File: src/rtl/wb_trace_buffer_if.sv
// wb_trace_buffer_if: valid/ready trace-word stream (3 words per event, last on the third).
// master = trace buffer (producer), slave = dumper/checker (consumer).
`timescale 1ns/1ps

interface wb_trace_buffer_if;
  logic [31:0] tr_data_o;
  logic        tr_valid_o;
  logic        tr_last_o;
  logic        tr_ready_i;

  modport master (output tr_data_o, output tr_valid_o, output tr_last_o, input tr_ready_i);
  modport slave  (input tr_data_o, input tr_valid_o, input tr_last_o, output tr_ready_i);
endinterface

File: src/rtl/wb_trace_buffer.sv
// wb_trace_buffer: commit-trace capture behind the WB stage. Register writes are tagged
// with a sequence number, queued in a FIFO and streamed as {hdr, pc, data} word triples.
// Optional store capture through a one-entry skid register: define TRACE_MEM_WR_EN.
`timescale 1ns/1ps

module wb_trace_buffer #(
  parameter int unsigned DEPTH = 8,
  parameter int unsigned SEQ_W = 16
) (
  input  logic                       clk_i,
  input  logic                       rst_n_i,
  input  logic                       clear_i,
  input  logic                       trace_en_i,
  input  logic                       rf_we_i,
  input  logic [4:0]                 rf_wr_i,
  input  logic [31:0]                rf_wd_i,
  input  logic [31:0]                wb_pc_i,
  input  logic                       mem_we_i,
  input  logic [13:0]                mem_adr_i,
  input  logic [31:0]                mem_wd_i,
  wb_trace_buffer_if.master          tr,
  output logic [$clog2(DEPTH+1)-1:0] level_o,
  output logic                       overflow_o,
  output logic [15:0]                drop_cnt_o
);

  localparam int unsigned AW = (DEPTH > 1) ? $clog2(DEPTH) : 1;
  localparam int unsigned LW = $clog2(DEPTH + 1);

  typedef struct packed {
    logic [SEQ_W-1:0] seq;
    logic             typ;
    logic [4:0]       wr;
    logic [31:0]      pc;
    logic [31:0]      wd;
  } entry_t;

  typedef enum logic [1:0] {S_IDLE, S_W0, S_W1, S_W2} state_t;

  function automatic logic [31:0] hdr_word(input entry_t e);
    return {e.seq, 8'h00, e.typ, 2'b00, e.wr};
  endfunction

  entry_t           r_mem [DEPTH];
  logic [AW-1:0]    r_wr_ptr, r_rd_ptr;
  logic [LW-1:0]    r_level;
  logic [SEQ_W-1:0] r_seq;
  logic [15:0]      r_drop_cnt;
  logic             r_overflow;
  state_t           r_state, w_state_nxt;
  logic [31:0]      r_tr_data, w_data_nxt;
  logic             r_tr_valid, w_valid_nxt;
  logic             r_tr_last, w_last_nxt;
  logic [31:0]      r_hold_pc, r_hold_wd;

  logic   w_empty, w_full, w_load, w_space;
  logic   w_rf_evt, w_rf_push, w_rf_drop;
  logic   w_skid_push, w_st_cap, w_st_drop, w_push;
  entry_t w_head, w_rf_entry, w_skid_entry, w_push_entry;
  logic [1:0]  w_seq_inc, w_drop_inc;
  logic [16:0] w_drop_sum;

  assign w_empty  = (r_level == '0);
  assign w_full   = (r_level == LW'(DEPTH));
  assign w_head   = r_mem[r_rd_ptr];
  assign w_space  = !w_full || w_load;
  assign w_rf_evt = trace_en_i & rf_we_i & (rf_wr_i != 5'd0);

  assign w_rf_push  = w_rf_evt & w_space;
  assign w_rf_drop  = w_rf_evt & ~w_space;
  assign w_rf_entry = '{seq: r_seq, typ: 1'b0, wr: rf_wr_i, pc: wb_pc_i, wd: rf_wd_i};

`ifdef TRACE_MEM_WR_EN
  entry_t r_skid;
  logic   r_skid_vld;
  logic   w_st_evt;

  // A store waits in the skid until a cycle with no rf event and room in the FIFO;
  // a store arriving in the same cycle the skid drains still gets captured.
  assign w_st_evt     = trace_en_i & mem_we_i;
  assign w_skid_push  = r_skid_vld & ~w_rf_evt & w_space;
  assign w_st_cap     = w_st_evt & (~r_skid_vld | w_skid_push);
  assign w_st_drop    = w_st_evt & ~w_st_cap;
  assign w_skid_entry = r_skid;

  // Skid register; a store in MEM is younger than the WB write, so it takes the later seq.
  always_ff @(posedge clk_i or negedge rst_n_i) begin
    if (!rst_n_i) begin
      r_skid_vld <= 1'b0;
      r_skid     <= '0;
    end else if (clear_i) begin
      r_skid_vld <= 1'b0;
    end else if (w_st_cap) begin
      r_skid_vld <= 1'b1;
      r_skid     <= '{seq: w_rf_evt ? r_seq + SEQ_W'(1) : r_seq, typ: 1'b1, wr: 5'd0,
                      pc: 32'(mem_adr_i), wd: mem_wd_i};
    end else if (w_skid_push) begin
      r_skid_vld <= 1'b0;
    end
  end
`else
  logic w_unused_mem;

  assign w_unused_mem = ^{mem_we_i, mem_adr_i, mem_wd_i};
  assign w_skid_push  = 1'b0;
  assign w_st_cap     = 1'b0;
  assign w_st_drop    = 1'b0;
  assign w_skid_entry = '0;
`endif

  assign w_push       = w_rf_push | w_skid_push;
  assign w_push_entry = w_rf_evt ? w_rf_entry : w_skid_entry;
  assign w_seq_inc    = 2'(w_rf_evt) + 2'(w_st_cap);
  assign w_drop_inc   = 2'(w_rf_drop) + 2'(w_st_drop);
  assign w_drop_sum   = 17'(r_drop_cnt) + 17'(w_drop_inc);

  // FIFO storage, no reset needed: pointers/level define what is valid.
  always_ff @(posedge clk_i) begin
    if (w_push && !clear_i) r_mem[r_wr_ptr] <= w_push_entry;
  end

  // FIFO pointers and occupancy.
  always_ff @(posedge clk_i or negedge rst_n_i) begin
    if (!rst_n_i) begin
      r_wr_ptr <= '0;
      r_rd_ptr <= '0;
      r_level  <= '0;
    end else if (clear_i) begin
      r_wr_ptr <= '0;
      r_rd_ptr <= '0;
      r_level  <= '0;
    end else begin
      if (w_push) r_wr_ptr <= r_wr_ptr + AW'(1);
      if (w_load) r_rd_ptr <= r_rd_ptr + AW'(1);
      r_level <= r_level + LW'(w_push) - LW'(w_load);
    end
  end

  // Sequence number, saturating drop counter and sticky overflow flag.
  always_ff @(posedge clk_i or negedge rst_n_i) begin
    if (!rst_n_i) begin
      r_seq      <= '0;
      r_drop_cnt <= '0;
      r_overflow <= 1'b0;
    end else if (clear_i) begin
      r_seq      <= '0;
      r_drop_cnt <= '0;
      r_overflow <= 1'b0;
    end else begin
      r_seq      <= r_seq + SEQ_W'(w_seq_inc);
      r_drop_cnt <= w_drop_sum[16] ? 16'hFFFF : w_drop_sum[15:0];
      if (w_drop_inc != 2'd0) r_overflow <= 1'b1;
    end
  end

  // Output FSM state register.
  always_ff @(posedge clk_i or negedge rst_n_i) begin
    if (!rst_n_i)     r_state <= S_IDLE;
    else if (clear_i) r_state <= S_IDLE;
    else              r_state <= w_state_nxt;
  end

  // Output FSM next state: W0..W2 advance on ready, W2 chains straight into the next entry.
  always_comb begin
    w_state_nxt = r_state;
    case (r_state)
      S_IDLE: if (!w_empty) w_state_nxt = S_W0;
      S_W0:   if (tr.tr_ready_i) w_state_nxt = S_W1;
      S_W1:   if (tr.tr_ready_i) w_state_nxt = S_W2;
      S_W2:   if (tr.tr_ready_i) w_state_nxt = w_empty ? S_IDLE : S_W0;
      default: w_state_nxt = S_IDLE;
    endcase
  end

  // Output FSM outputs: head pop and next values of the registered stream word.
  always_comb begin
    w_load      = 1'b0;
    w_data_nxt  = r_tr_data;
    w_valid_nxt = r_tr_valid;
    w_last_nxt  = r_tr_last;
    case (r_state)
      S_IDLE: if (!w_empty) w_load = 1'b1;
      S_W0: if (tr.tr_ready_i) w_data_nxt = r_hold_pc;
      S_W1: if (tr.tr_ready_i) begin
        w_data_nxt = r_hold_wd;
        w_last_nxt = 1'b1;
      end
      S_W2: if (tr.tr_ready_i) begin
        if (!w_empty) begin
          w_load = 1'b1;
        end else begin
          w_valid_nxt = 1'b0;
          w_last_nxt  = 1'b0;
        end
      end
      default: ;
    endcase
    if (w_load) begin
      w_data_nxt  = hdr_word(w_head);
      w_valid_nxt = 1'b1;
      w_last_nxt  = 1'b0;
    end
  end

  // Registered stream outputs plus the pc/data of the entry being sent.
  always_ff @(posedge clk_i or negedge rst_n_i) begin
    if (!rst_n_i) begin
      r_tr_data  <= '0;
      r_tr_valid <= 1'b0;
      r_tr_last  <= 1'b0;
      r_hold_pc  <= '0;
      r_hold_wd  <= '0;
    end else if (clear_i) begin
      r_tr_data  <= '0;
      r_tr_valid <= 1'b0;
      r_tr_last  <= 1'b0;
    end else begin
      r_tr_data  <= w_data_nxt;
      r_tr_valid <= w_valid_nxt;
      r_tr_last  <= w_last_nxt;
      if (w_load) begin
        r_hold_pc <= w_head.pc;
        r_hold_wd <= w_head.wd;
      end
    end
  end

  assign tr.tr_data_o  = r_tr_data;
  assign tr.tr_valid_o = r_tr_valid;
  assign tr.tr_last_o  = r_tr_last;
  assign level_o       = r_level;
  assign overflow_o    = r_overflow;
  assign drop_cnt_o    = r_drop_cnt;

endmodule

File: src/flat_wrapper.sv
// flat-port wrapper written by rule: the top's interface ports become plain ports
module wb_trace_buffer_flat 
#(
  parameter int unsigned DEPTH = 8,
  parameter int unsigned SEQ_W = 16
)
  (clk_i, rst_n_i, clear_i, trace_en_i, rf_we_i, rf_wr_i, rf_wd_i, wb_pc_i, mem_we_i, mem_adr_i, mem_wd_i, level_o, overflow_o, drop_cnt_o, tr_tr_data_o, tr_tr_valid_o, tr_tr_last_o, tr_tr_ready_i);
  wb_trace_buffer_if tr_i ();
  input  logic clk_i;
  input  logic rst_n_i;
  input  logic clear_i;
  input  logic trace_en_i;
  input  logic rf_we_i;
  input  logic [4:0] rf_wr_i;
  input  logic [31:0] rf_wd_i;
  input  logic [31:0] wb_pc_i;
  input  logic mem_we_i;
  input  logic [13:0] mem_adr_i;
  input  logic [31:0] mem_wd_i;
  output logic [$clog2(DEPTH+1)-1:0] level_o;
  output logic overflow_o;
  output logic [15:0] drop_cnt_o;
  output wire logic [$bits(tr_i.tr_data_o)-1:0] tr_tr_data_o;
  output wire logic [$bits(tr_i.tr_valid_o)-1:0] tr_tr_valid_o;
  output wire logic [$bits(tr_i.tr_last_o)-1:0] tr_tr_last_o;
  input wire logic [$bits(tr_i.tr_ready_i)-1:0] tr_tr_ready_i;
  assign tr_tr_data_o = tr_i.tr_data_o;
  assign tr_tr_valid_o = tr_i.tr_valid_o;
  assign tr_tr_last_o = tr_i.tr_last_o;
  assign tr_i.tr_ready_i = tr_tr_ready_i;
  wb_trace_buffer #(.DEPTH(DEPTH), .SEQ_W(SEQ_W)) u_core (.clk_i(clk_i), .rst_n_i(rst_n_i), .clear_i(clear_i), .trace_en_i(trace_en_i), .rf_we_i(rf_we_i), .rf_wr_i(rf_wr_i), .rf_wd_i(rf_wd_i), .wb_pc_i(wb_pc_i), .mem_we_i(mem_we_i), .mem_adr_i(mem_adr_i), .mem_wd_i(mem_wd_i), .tr(tr_i), .level_o(level_o), .overflow_o(overflow_o), .drop_cnt_o(drop_cnt_o));
endmodule
File: config.mk
export PLATFORM = sky130hd
export DESIGN_NAME = wb_trace_buffer_flat
export DESIGN_NICKNAME = d
export VERILOG_FILES = /design/src/rtl/wb_trace_buffer_if.sv /design/src/rtl/wb_trace_buffer.sv /design/src/flat_wrapper.sv
export SDC_FILE = /design/constraint.sdc
export NUM_CORES = 1
export LEC_CHECK = 0
export CAP_MARGIN = 20
export CORE_MARGIN = 10
export CORE_UTILIZATION = 45
export DETAILED_ROUTE_END_ITERATION = 6
export SLEW_MARGIN = 20
export SYNTH_ARGS = -nofsm -noshare
export SYNTH_HDL_FRONTEND = slang
export SYNTH_SLANG_ARGS = --single-unit
File: constraint.sdc
create_clock -name clk_i -period 14.5 [get_ports clk_i]
set_input_delay 2.9 -clock clk_i [delete_from_list [all_inputs] [get_ports clk_i]]
set_output_delay 2.9 -clock clk_i [all_outputs]
set_load 0.005 [all_outputs]
==> flow_summary.json <==
{
  "vias": 16000,
  "dp_hpwl_mm": 40.7,
  "async_reset_ff_share_pct": 17.4,
  "tightest_slew_ns": 1.05,
  "period_minus_slack_ns": 6.20,
  "swShare_pct": 26.7,
  "cts_resized": 0,
  "start_util_pct": 45.4,
  "clkLatencyLatePin_ns": 0.64,
  "fmax_ghz": 0.161,
  "critPathArrivalTime_ns": 6.44,
  "wl_per_cell_um": 25.3,
  "synthTopCellsByArea": "edfxtp_1 (63%), mux4_2 (12%), dfrtp_1 (11%)",
  "pwr-share-clk_pct": 34.4,
  "yosysUniqueCellTypes": 52,
  "dieHeight_um": 289,
  "relSlewSlack_pct": 30.1,
  "cts_buffers": 85,
  "ys_warn_count": 0,
  "grt_pass1_wl_mm": 109,
  "finalSetupViolations": 0,
  "syn_avg_cell_area_um2": 19.2,
  "cts.clk_slew.worst_paths_ns": 0.06,
  "outcome": "finished clean",
  "fin_setup_tns_ns": 0,
  "dpl_cell_area_mm2": 0.0348,
  "crit_path_max_fanout": 56,
  "ant_nets": 0,
  "grt.total_usage_pct": 17.6,
  "drv_slew": 0,
  "instances_no_fill": 2874,
  "worstSetupEndpointType": "flop",
  "rsz0062_at_grt": "false",
  "dr.pass1.iters": 5,
  "hold_class": "flop to flop",
  "die-area_mm2": 0.0832,
  "peakVddDrop_mv": 0.107,
  "portBuffers": 129,
  "grt_pass1_vias": 16800,
  "yosysTopAreaCell": "edfxtp_1",
  "cts_max_level": 3,
  "gp_congestion": 0.728,
  "crit_type": "primary input to flop",
  "cts.path.max_buffers": 3,
  "fin_crit_sh_pct": 42.8,
  "dp_cells": 2715,
  "grt_overflow": 0,
  "clock-sinks": 823,
  "drive_gt1_share_pct": 19.9,
  "ys_ff_latch": 823,
  "maxCapViolations": 0,
  "hold_buffers": 0,
  "core.rowCount": 98,
  "drt-total-wl_mm": 72.6,
  "synth_cells": 1694,
  "chipWidth_um": 289,
  "regArea_mm2": 0.0240,
  "power_frac_seq_pct": 45.8,
  "multiInputGateArea_mm2": 0.00803,
  "synth_edf_count": 680,
  "areaGrowthSynthToFinish_pct": 15.9,
  "io_pins": 177,
  "worstSetupStartpointType": "primary input",
  "fin_nets": 1993,
  "required_ns": 14.73,
  "clock_skew_ns": 0.0211,
  "core_area_mm2": 0.0715,
  "viasPerCell": 5.56,
  "power.internal_uw": 4560,
  "ys_seq_area_share_pct": 74.0,
  "syn_nets": 1835,
  "drcViolationCount": 0,
  "syn-cell-area_mm2": 0.0324,
  "cts-root-buf": "clkbuf_16",
  "tritoncts": "built",
  "p_per_area_mw_per_mm2": 166,
  "diodes": 0,
  "ys.flop_type": "edfxtp_1",
  "pwr-share-comb_pct": 19.8,
  "antenna_found_initial": 2,
  "hold_viol": 0,
  "fin_area_mm2": 0.0376,
  "power.switching_uw": 1660,
  "nFillCells": 5664,
  "p_leak_uw": 0.0124,
  "synth_top_cell_area_share_pct": 62.9,
  "grt_max_degree": 91,
  "postCtsSetupRepairBufs": 0,
  "drt_iter0_markers": 1075
}
-- synth_stat cells (3+ instances only) --
cell	number
edfxtp_1	680
mux4_2	170
dfrtp_1	143
mux2i_1	117
and2_1	82
nand2_1	76
o21ai_0	64
buf_2	39
nor2_1	38
clkbuf_1	36
mux2_2	32
o22ai_1	23
a21oi_1	19
ha_1	18
inv_1	16
nand3_1	15
xor2_1	14
and3_1	12
buf_1	11
nor3_1	11
nand4_1	10
xnor2_1	10
o21ai_1	8
nor2b_1	5
buf_4	4
or3_1	4
a31oi_1	3
and4_1	3
buf_6	3
-- layer usage --
layer	global-route usage (%)	vias to the layer above	routed length, um	part of all wire, %
met5	0	-	0	0
met4	5.24	0	1560	2.1
met3	3.27	91	3880	5.3
met2	28.7	377	35600	49
met1	23.8	8451	31600	43
li1	-	7047	-	-
-- worst paths after layout --
path | start | to | slack (ns) | cells past startpoint
worst min-delay path | u_core.r_hold_pc[31] | u_core.r_hold_pc[31] | 0.48 | 2
min in group asynchronous | rst_n_i | u_core.drop_cnt_o[8] | 2.38 | 1
max in group asynchronous | rst_n_i | u_core.r_rd_ptr[2] | 10.70 | 2
worst max register to register | u_core.r_rd_ptr[0] | u_core.r_hold_wd[10] | 10.03 | 6
worst min register to register | u_core.r_hold_pc[31] | u_core.r_hold_pc[31] | 0.48 | 2
worst max-delay path | tr_tr_ready_i | u_core.r_mem[7][4] | 8.30 | 8
-- critical path, cell delays in order --
cell	delay (ns)
clkdlybuf4s50_1	0.56
a21oi_2	0.15
o311ai_1	0.33
buf_4	0.23
nand4_1	0.31
nor2_4	0.62
buf_4	0.42
buf_4	0.88
-- stage by stage --
step | total power (uW) | setup slack [ns] | util (%) | hold WS, ns
3_3_place_gp | 4140 | 7.70 | 48.7 | 0.467
2_1_floorplan | 3710 | 3.93 | - | 0.449
4_1_cts | 6310 | 8.29 | 52.6 | 0.484
6_report | 6230 | 8.30 | 52.6 | 0.482
5_1_grt | 6510 | 8.09 | 52.6 | 0.509
3_5_place_dp | 4160 | 7.65 | 48.7 | 0.471
-- flip-flops by register name, indices dropped and copies added, names as in the netlist --
name,cells
u_core.r_mem,680
u_core.r_hold_pc,32
u_core.r_hold_wd,32
u_core.tr.tr_data_o,32
u_core.drop_cnt_o,16
u_core.r_seq,16
u_core.level_o,4
u_core.r_rd_ptr,3
u_core.r_wr_ptr,3
u_core.r_state,2
u_core.overflow_o,1
u_core.tr.tr_last_o,1
u_core.tr.tr_valid_o,1
-- cell usage in the layout, fill, tap and decap left out, types with 15 or more instances in the layout --
cell type / synthesis / final
mux4_2: 170 / 170
a21oi_1: 19 / 17
clkdlybuf4s50_1: 0 / 127
edfxtp_1: 680 / 680
clkbuf_1: 36 / 23
mux2i_1: 117 / 117
dfrtp_1: 143 / 140
clkbuf_16: 0 / 88
o21ai_0: 64 / 64
nand3_1: 15 / 15
and2_1: 82 / 82
mux2_2: 32 / 32
nand2_1: 76 / 76
nor2_1: 38 / 36
o22ai_1: 23 / 23
ha_1: 18 / 17
buf_4: 4 / 35
inv_1: 16 / 16
-- layout make-up --
class	count	area share, %
timing repair buffer	164	4.12
tap	950	3.16
multi-input combinational	761	21.4
clock buffer	122	6.49
inverter	17	0.170
clock inverter	37	0.895
sequential	823	63.8
-- power by group through the flow --
stage	Clock, uW	Sequential (uW)	Combinational (uW)
2_1_floorplan	0	2820	889
3_3_place_gp	0	2900	1240
3_5_place_dp	0	2910	1260
4_1_cts	2190	2860	1260
5_1_grt	2290	2870	1360
6_report	2140	2850	1240
-- kinds of logic (layout without fill, tap and decap cells) --
kind of cell               Yosys count  in the layout  share of synthesized area, %
DFF                                823            823                          74.0
xor gates and xnor gates            24             24                         0.648
AOI/OAI and AO/OA                  135            135                          2.36
muxes                              319            319                          16.5
adders and majority gates           19             19                         0.756
and+or+nand+nor                    264            264                          4.22
buffers and inverters              110            340                          1.54
Note: power is estimated with default switching activity, not from simulation.
